$ cat src/rtl/mem_mon_pkg.sv
// ============================================================================
// Module      : mem_mon_pkg
// Description : Shared state and failure-cause encodings for mem_write_monitor.
// Revision    : 1.0 - initial release
// ============================================================================
`default_nettype none

package mem_mon_pkg;

    typedef enum logic [1:0] {
        ST_IDLE = 2'd0,
        ST_RUN  = 2'd1,
        ST_PASS = 2'd2,
        ST_FAIL = 2'd3
    } mon_state_e;

    typedef enum logic [1:0] {
        FC_NONE    = 2'b00,
        FC_DATA    = 2'b01,
        FC_ADDR    = 2'b10,
        FC_TIMEOUT = 2'b11
    } fail_code_e;

endpackage : mem_mon_pkg

`default_nettype wire

$ cat src/rtl/mem_mon_ign_match.sv
// ============================================================================
// Module      : mem_mon_ign_match
// Description : Combinational N_IGN-entry address matcher with per-entry valid.
// Revision    : 1.0 - initial release
// ============================================================================
`default_nettype none

module mem_mon_ign_match #(
    parameter int ADDR_W = 32,
    parameter int N_IGN  = 2
) (
    input  logic [N_IGN-1:0][ADDR_W-1:0] i_tbl_addr,
    input  logic [N_IGN-1:0]             i_tbl_vld,
    input  logic [ADDR_W-1:0]            i_addr,
    output logic                         o_hit
);

    logic [N_IGN-1:0] w_ent_hit;

    generate
        for (genvar g = 0; g < N_IGN; g++) begin : g_ent
            assign w_ent_hit[g] = i_tbl_vld[g] && (i_tbl_addr[g] == i_addr);
        end
    endgenerate

    assign o_hit = |w_ent_hit;

endmodule : mem_mon_ign_match

`default_nettype wire

$ cat src/rtl/mem_write_monitor.sv
// ============================================================================
// Module      : mem_write_monitor
// Description : Checks data-memory writes in order against an expected table,
//               skipping ignored addresses. Optional timeout: MEM_MON_TIMEOUT_EN.
// Revision    : 1.0 - initial release
// ============================================================================
`default_nettype none

module mem_write_monitor
    import mem_mon_pkg::*;
#(
    parameter int DATA_W      = 32,
    parameter int ADDR_W      = 32,
    parameter int N_EXP       = 4,
    parameter int N_IGN       = 2,
    parameter int TIMEOUT_CYC = 1000
) (
    input  logic                         clk,
    input  logic                         reset,
    input  logic                         memwrite,
    input  logic [ADDR_W-1:0]            dataadr,
    input  logic [DATA_W-1:0]            writedata,
    input  logic                         exp_push,
    input  logic [ADDR_W-1:0]            exp_addr,
    input  logic [DATA_W-1:0]            exp_data,
    input  logic                         ign_push,
    input  logic [ADDR_W-1:0]            ign_addr,
    input  logic                         tbl_clr,
    input  logic                         start,
    output logic                         done,
    output logic                         pass,
    output logic                         fail,
    output logic                         exp_full,
    output logic [$clog2(N_EXP+1)-1:0]   match_cnt,
    output logic [1:0]                   fail_code,
    output logic [ADDR_W-1:0]            fail_addr,
    output logic [DATA_W-1:0]            fail_data
);

    localparam int c_cnt_w = $clog2(N_EXP + 1);
    localparam int c_ign_w = $clog2(N_IGN + 1);
`ifdef MEM_MON_TIMEOUT_EN
    localparam int c_tmo_w = $clog2(TIMEOUT_CYC + 1);
`endif

    mon_state_e                  r_state;
    logic [c_cnt_w-1:0]          r_exp_num;
    logic [c_cnt_w-1:0]          r_match_cnt;
    logic [c_ign_w-1:0]          r_ign_num;
    logic [ADDR_W-1:0]           r_exp_addr [N_EXP];
    logic [DATA_W-1:0]           r_exp_data [N_EXP];
    logic [N_IGN-1:0][ADDR_W-1:0] r_ign_addr;
    logic                        r_pass;
    logic                        r_fail;
    fail_code_e                  r_fail_code;
    logic [ADDR_W-1:0]           r_fail_addr;
    logic [DATA_W-1:0]           r_fail_data;
`ifdef MEM_MON_TIMEOUT_EN
    logic [c_tmo_w-1:0]          r_tmo_cnt;
    logic                        w_wr_ends;
`endif

    logic [N_IGN-1:0]            w_ign_vld;
    logic [ADDR_W-1:0]           w_cur_addr;
    logic [DATA_W-1:0]           w_cur_data;
    logic                        w_addr_hit;
    logic                        w_data_hit;
    logic                        w_last;
    logic                        w_ign_hit;
    logic                        w_tbl_open;
    logic                        w_start_ok;

    generate
        for (genvar g = 0; g < N_IGN; g++) begin : g_ign_vld
            assign w_ign_vld[g] = (c_ign_w'(g) < r_ign_num);
        end
    endgenerate

    mem_mon_ign_match #(
        .ADDR_W (ADDR_W),
        .N_IGN  (N_IGN)
    ) u_ign_match (
        .i_tbl_addr (r_ign_addr),
        .i_tbl_vld  (w_ign_vld),
        .i_addr     (dataadr),
        .o_hit      (w_ign_hit)
    );

    // Only the entry at match_cnt is eligible: matching is strictly in order.
    always_comb begin
        w_cur_addr = '0;
        w_cur_data = '0;
        for (int i = 0; i < N_EXP; i++) begin
            if (c_cnt_w'(i) == r_match_cnt) begin
                w_cur_addr = r_exp_addr[i];
                w_cur_data = r_exp_data[i];
            end
        end
    end

    assign w_addr_hit = (dataadr == w_cur_addr);
    assign w_data_hit = (writedata == w_cur_data);
    assign w_last     = ((r_match_cnt + 1'b1) == r_exp_num);
    assign w_tbl_open = (r_state != ST_RUN);
    assign w_start_ok = start && (r_exp_num != '0);
    assign exp_full   = (r_exp_num == c_cnt_w'(N_EXP));

`ifdef MEM_MON_TIMEOUT_EN
    // A write that settles the run outranks a coincident timeout.
    assign w_wr_ends = memwrite && (w_addr_hit ? (!w_data_hit || w_last) : !w_ign_hit);
`endif

    // Table payload storage carries no reset; occupancy counters qualify it.
    always_ff @(posedge clk) begin
        if (w_tbl_open && !tbl_clr) begin
            for (int i = 0; i < N_EXP; i++) begin
                if (exp_push && (c_cnt_w'(i) == r_exp_num)) begin
                    r_exp_addr[i] <= exp_addr;
                    r_exp_data[i] <= exp_data;
                end
            end
            for (int i = 0; i < N_IGN; i++) begin
                if (ign_push && (c_ign_w'(i) == r_ign_num)) begin
                    r_ign_addr[i] <= ign_addr;
                end
            end
        end
    end

    always_ff @(posedge clk or negedge reset) begin
        if (!reset) begin
            r_state     <= ST_IDLE;
            r_exp_num   <= '0;
            r_ign_num   <= '0;
            r_match_cnt <= '0;
            r_pass      <= 1'b0;
            r_fail      <= 1'b0;
            r_fail_code <= FC_NONE;
            r_fail_addr <= '0;
            r_fail_data <= '0;
`ifdef MEM_MON_TIMEOUT_EN
            r_tmo_cnt   <= '0;
`endif
        end else begin
            if (w_tbl_open) begin
                if (tbl_clr) begin
                    r_exp_num <= '0;
                    r_ign_num <= '0;
                end else begin
                    if (exp_push && !exp_full) begin
                        r_exp_num <= r_exp_num + 1'b1;
                    end
                    if (ign_push && (r_ign_num != c_ign_w'(N_IGN))) begin
                        r_ign_num <= r_ign_num + 1'b1;
                    end
                end
            end

            case (r_state)
                ST_RUN: begin
                    if (start) begin
                        r_match_cnt <= '0;
                        r_fail_code <= FC_NONE;
                        r_fail_addr <= '0;
                        r_fail_data <= '0;
`ifdef MEM_MON_TIMEOUT_EN
                        r_tmo_cnt   <= '0;
`endif
                    end else begin
                        if (memwrite) begin
                            if (w_addr_hit && w_data_hit) begin
                                r_match_cnt <= r_match_cnt + 1'b1;
                                if (w_last) begin
                                    r_state <= ST_PASS;
                                    r_pass  <= 1'b1;
                                end
                            end else if (w_addr_hit || !w_ign_hit) begin
                                r_state     <= ST_FAIL;
                                r_fail      <= 1'b1;
                                r_fail_code <= w_addr_hit ? FC_DATA : FC_ADDR;
                                r_fail_addr <= dataadr;
                                r_fail_data <= writedata;
                            end
                        end
`ifdef MEM_MON_TIMEOUT_EN
                        if (!w_wr_ends) begin
                            if (r_tmo_cnt == c_tmo_w'(TIMEOUT_CYC - 1)) begin
                                r_state     <= ST_FAIL;
                                r_fail      <= 1'b1;
                                r_fail_code <= FC_TIMEOUT;
                                r_fail_addr <= '0;
                                r_fail_data <= '0;
                            end else begin
                                r_tmo_cnt <= r_tmo_cnt + 1'b1;
                            end
                        end
`endif
                    end
                end
                default: begin
                    if (w_start_ok) begin
                        r_state     <= ST_RUN;
                        r_pass      <= 1'b0;
                        r_fail      <= 1'b0;
                        r_match_cnt <= '0;
                        r_fail_code <= FC_NONE;
                        r_fail_addr <= '0;
                        r_fail_data <= '0;
`ifdef MEM_MON_TIMEOUT_EN
                        r_tmo_cnt   <= '0;
`endif
                    end
                end
            endcase
        end
    end

    assign done      = r_pass | r_fail;
    assign pass      = r_pass;
    assign fail      = r_fail;
    assign match_cnt = r_match_cnt;
    assign fail_code = r_fail_code;
    assign fail_addr = r_fail_addr;
    assign fail_data = r_fail_data;

endmodule : mem_write_monitor

`default_nettype wire

$ cat config.mk
export PLATFORM = sky130hd
export DESIGN_NAME = mem_write_monitor
export DESIGN_NICKNAME = d
export VERILOG_FILES = /design/src/rtl/mem_mon_pkg.sv /design/src/rtl/mem_mon_ign_match.sv /design/src/rtl/mem_write_monitor.sv
export SDC_FILE = /design/constraint.sdc
export NUM_CORES = 1
export LEC_CHECK = 0
export BUFFER_PORTS_ARGS = -buffer_cell sky130_fd_sc_hd__clkbuf_2
export CAP_MARGIN = 20
export CORE_UTILIZATION = 56
export CTS_CLUSTER_SIZE = 12
export DETAILED_ROUTE_END_ITERATION = 7
export PLACE_DENSITY = 0.77
export SYNTH_ARGS = -nofsm -noshare
export SYNTH_HDL_FRONTEND = slang
export SYNTH_SLANG_ARGS = --single-unit
$ cat constraint.sdc
create_clock -name clk -period 8.3 [get_ports clk]
set_input_delay 0 -clock clk [delete_from_list [all_inputs] [get_ports clk]]
set_output_delay 0 -clock clk [all_outputs]
set_load 0.005 [all_outputs]
==> key figures <==
Setup path
  • Worst setup path class: reg2reg
  • Worst reg2reg startpoint: match_cnt[0]$_DFFE_PN0P_
  • Worst Path Buf+Inv: 3
  • Arrival @ worst endpoint: 6.25 ns
  • CP Capture Type: register
  • Flop2flop setup slack: 2.45 ns
  • Cell Chain, Critical Path: inv_1 > ha_4 > inv_2 > o211a_1 > a2111oi_0 > o2111ai_1 > nor4_1 > o211a_1 > nand2_2 > nor2_4 > buf_4 > o221ai_1
  • Req. time, crit path: 8.69 ns
  • Slowest cell on crit path: nor2_4
  • Capturing point of the worst reg2reg path: fail_code[0]$_DFFE_PN0P_
  • Most frequent CP cell: o211a_1
  • Slowest Stage Delay on Critical Path: 0.89 ns
  • R2R depth: 12
  • Worst Path Max Fanout: 80
  • CP startpoint kind: register
  • Largest delay share family, worst path: simple AND/OR/NAND/NOR gates

Timing
  • Final hold vios: 0
  • Final Cycle Share: 0.705
  • Final TNS setup: 0 ns
  • Final Skew: 0.0194 ns
  • Final Max Slew Viols: 0
  • Final Setup Violations: 0
  • RSZ-0062 raised after global routing: no
  • Fmax: 171 MHz
  • Min Tclk post-route: 5.85 ns
  • Headroom to the max-slew limit: 0.328
  • Final hold slack: 0.0445 ns
  • Worst-margin pin slew: 1.01 ns

Finish
  • FILL cells: 2,322
  • Fraction of layout cells with a size suffix above 1: 0.187
  • Area Overhead vs Synth: 22.9%
  • Nets: 2,038

Route
  • Top Layer Used: met4
  • Met3 routed WL: 6920 um
  • DR vias/cell: 6.52
  • Wirelength per Cell: 25.4 um
  • DR WL met2: 26,500 um
  • M1 wire length: 23,800 um
  • Routed Antenna Nets: 0
  • Initial drt markers: 2,294
  • Via count: 15,200
  • DRC errors left: 0
  • First-pass iteration count of the detailed router: 8
  • Detailed Route WL: 59,300 um

Min path
  • HP Start: dataadr[31]
  • Hold Crit Class: in2reg
  • Hold EP: fail_addr[31]$_DFFE_PN0P_
  • Cell depth of the worst hold path: 2

Logic synthesis
  • Synth top area share: 0.503
  • Top-count cell post-synth: edfxtp_1
  • Cell taking the most area after synthesis: edfxtp_1
  • Unique masters post-synth: 66
  • Mapped cell area: 0.0191 mm^2
  • Mapped Avg Cell Area: 12.7 um^2
  • FF+latch count, synth: 398
  • Commonest cells post-synth: 320 x edfxtp_1, 81 x xnor2_1, 78 x dfrtp_1
  • Synth area leaders: edfxtp_1 50%, dfrtp_1 10%, xnor2_1 3.7%
  • Yosys warns: 0
  • Post-synth EDFFs: 320
  • Cells after synthesis: 1,509
  • Ys async rst share: 0.196
  • Sequential fraction of the synthesis area: 0.605
  • Synth Flop Type: edfxtp_1
  • Syn_nets: 1,689

Clock network
  • Cts bufs inserted: 42
  • Maximum clock path buffer count: 3
  • H-tree levels: 2
  • Num Clock Sinks: 398
  • Clock Pin Slew Worst Setup and Hold Paths: 0.06 ns
  • CTS tree: done
  • CTS root buffer: clkbuf_16
  • Worst-Skew Late Latency: 0.55 ns
  • # resized after CTS: 0

Global route
  • Vias in the first global route: 14,700
  • Gr usage total: 0.334
  • Pin count of the biggest net entering global routing: 81
  • First-pass GRT wire length: 88,600 um
  • Initial antenna violation count: 3
  • Total gr overflow: 0

Place
  • Routability cong.: 0.947
  • Final HPWL DP: 37,400 um
  • PortBufs: 239

Power and ir drop
  • Tot Pwr: 5470 uW
  • Internal power: 3880 uW
  • Power share of the combinational group: 0.220
  • Power share of the sequential group: 0.459
  • Sw Share: 0.290
  • Total net switching power: 1580 uW
  • PwrDens: 233 mW/mm^2
  • Max IR drop VDD: 0.182 mV
  • Pleak: 0.00885 uW
  • Clock power frac: 0.321

Floorplan
  • Die area: 0.0349 mm^2
  • Core footprint: 0.0335 mm^2
  • Die height: 187 um
  • Row cnt: 67
  • Initial cell density of the core: 0.570
  • Top Ports: 240
  • Die Width: 187 um

Run status
  • Status: finished clean

Job
  • Total of max-cap violations: 0
==> worst reg2reg max path, delay by kind of cell (launching register included) <==
kind,cells,cell delay (ns)
AOI/OAI and AO/OA,5,1.52
adders and majority gates,1,0.81
buffers and inverters,3,1.19
DFF,1,0.46
and+or+nand+nor,3,1.74
==> cells by family after synthesis <==
kind of cell | after synthesis | synth area share
AO/OA/AOI/OAI | 430 | 0.174
flip-flops | 398 | 0.605
AND/OR/NAND/NOR | 357 | 0.105
buffers and inverters | 166 | 0.0379
XOR/XNOR | 122 | 0.0559
multiplexers | 23 | 0.0126
adder cells (fa/ha/maj) | 13 | 0.00852
==> power by group through the flow <==
stage          registers, uW  logic [uW]  clock network [uW]
2_1_floorplan           2520         694                   0
3_3_place_gp            2530        1080                   0
3_5_place_dp            2540        1110                   0
4_1_cts                 2500        1180                1770
5_1_grt                 2520        1290                1840
6_report                2510        1200                1760
==> layout make-up <==
type                       count  area [um^2]  share of cell area
antenna                        2         5.00            0.000213
clock buffer                  60         1160              0.0494
clock inverter                12          108             0.00458
inverter                      48          180             0.00768
multi-input combinational    945         6890               0.294
sequential                   398        11600               0.493
tap                          448          561              0.0239
timing repair buffer         423         3010               0.128
==> placed cells by master (no fill, tap or decap), types with 17 or more instances in the layout <==
cell and count:
nor2_1 19, dfrtp_1 77, nand3_1 17, nor2b_1 42, buf_4 22, clkbuf_2 238
dlygate4sd3_1 162, and2_1 68, o21ai_0 65, nand4_1 24, inv_1 45, edfxtp_1 320
a31oi_1 17, xor2_1 41, clkbuf_16 43, a21oi_1 73, nand3b_1 27, xnor2_1 81
a221o_1 66, nand2_1 65, nor3_1 26, a32o_1 66
==> state kept, by name, indices dropped and copies added (netlist names), 3 cells and up <==
register and count:
r_ign_addr 64, r_exp_addr 128, r_exp_data 128, fail_addr 32, fail_data 32, r_exp_num 3, match_cnt 3
==> layer usage <==
metal	vias to the layer above	GRT usage
met4	0	0.111
met1	7402	0.484
li1	6570	-
met2	1080	0.505
met5	-	0
met3	174	0.0685
==> timing repair <==
action,in CTS,in global routing
endpoints found under the hold margin,465,6
hold buffers,161,1
buffers inserted,0,0
==> stage by stage <==
stage,setup slack (ns),cells,utilization,area [um^2]
CTS,2.50,2332,0.699,23400
detailed placement,2.52,2099,0.613,20600
global placement,2.65,2099,0.613,20600
floorplan,2.62,1509,-,19100
global route,2.10,2334,0.700,23500
finish,2.45,2336,0.700,23500
==> worst max-delay path by stage <==
stage	start	end	slack, ns	cells after the start
after detailed placement	match_cnt[0]$_DFFE_PN0P_	fail_data[14]$_DFFE_PN0P_	2.52	13
after global placement	match_cnt[0]$_DFFE_PN0P_	fail_code[0]$_DFFE_PN0P_	2.65	12
after global routing	match_cnt[0]$_DFFE_PN0P_	fail_code[0]$_DFFE_PN0P_	2.10	12
after floorplan	r_state[0]$_DFFE_PN0P_	r_exp_addr[0][0]$_DFFE_PP_	2.62	5
after CTS	match_cnt[0]$_DFFE_PN0P_	fail_code[0]$_DFFE_PN0P_	2.50	12
final	match_cnt[0]$_DFFE_PN0P_	fail_code[0]$_DFFE_PN0P_	2.45	12
Note: power is estimated with default switching activity, not from simulation.
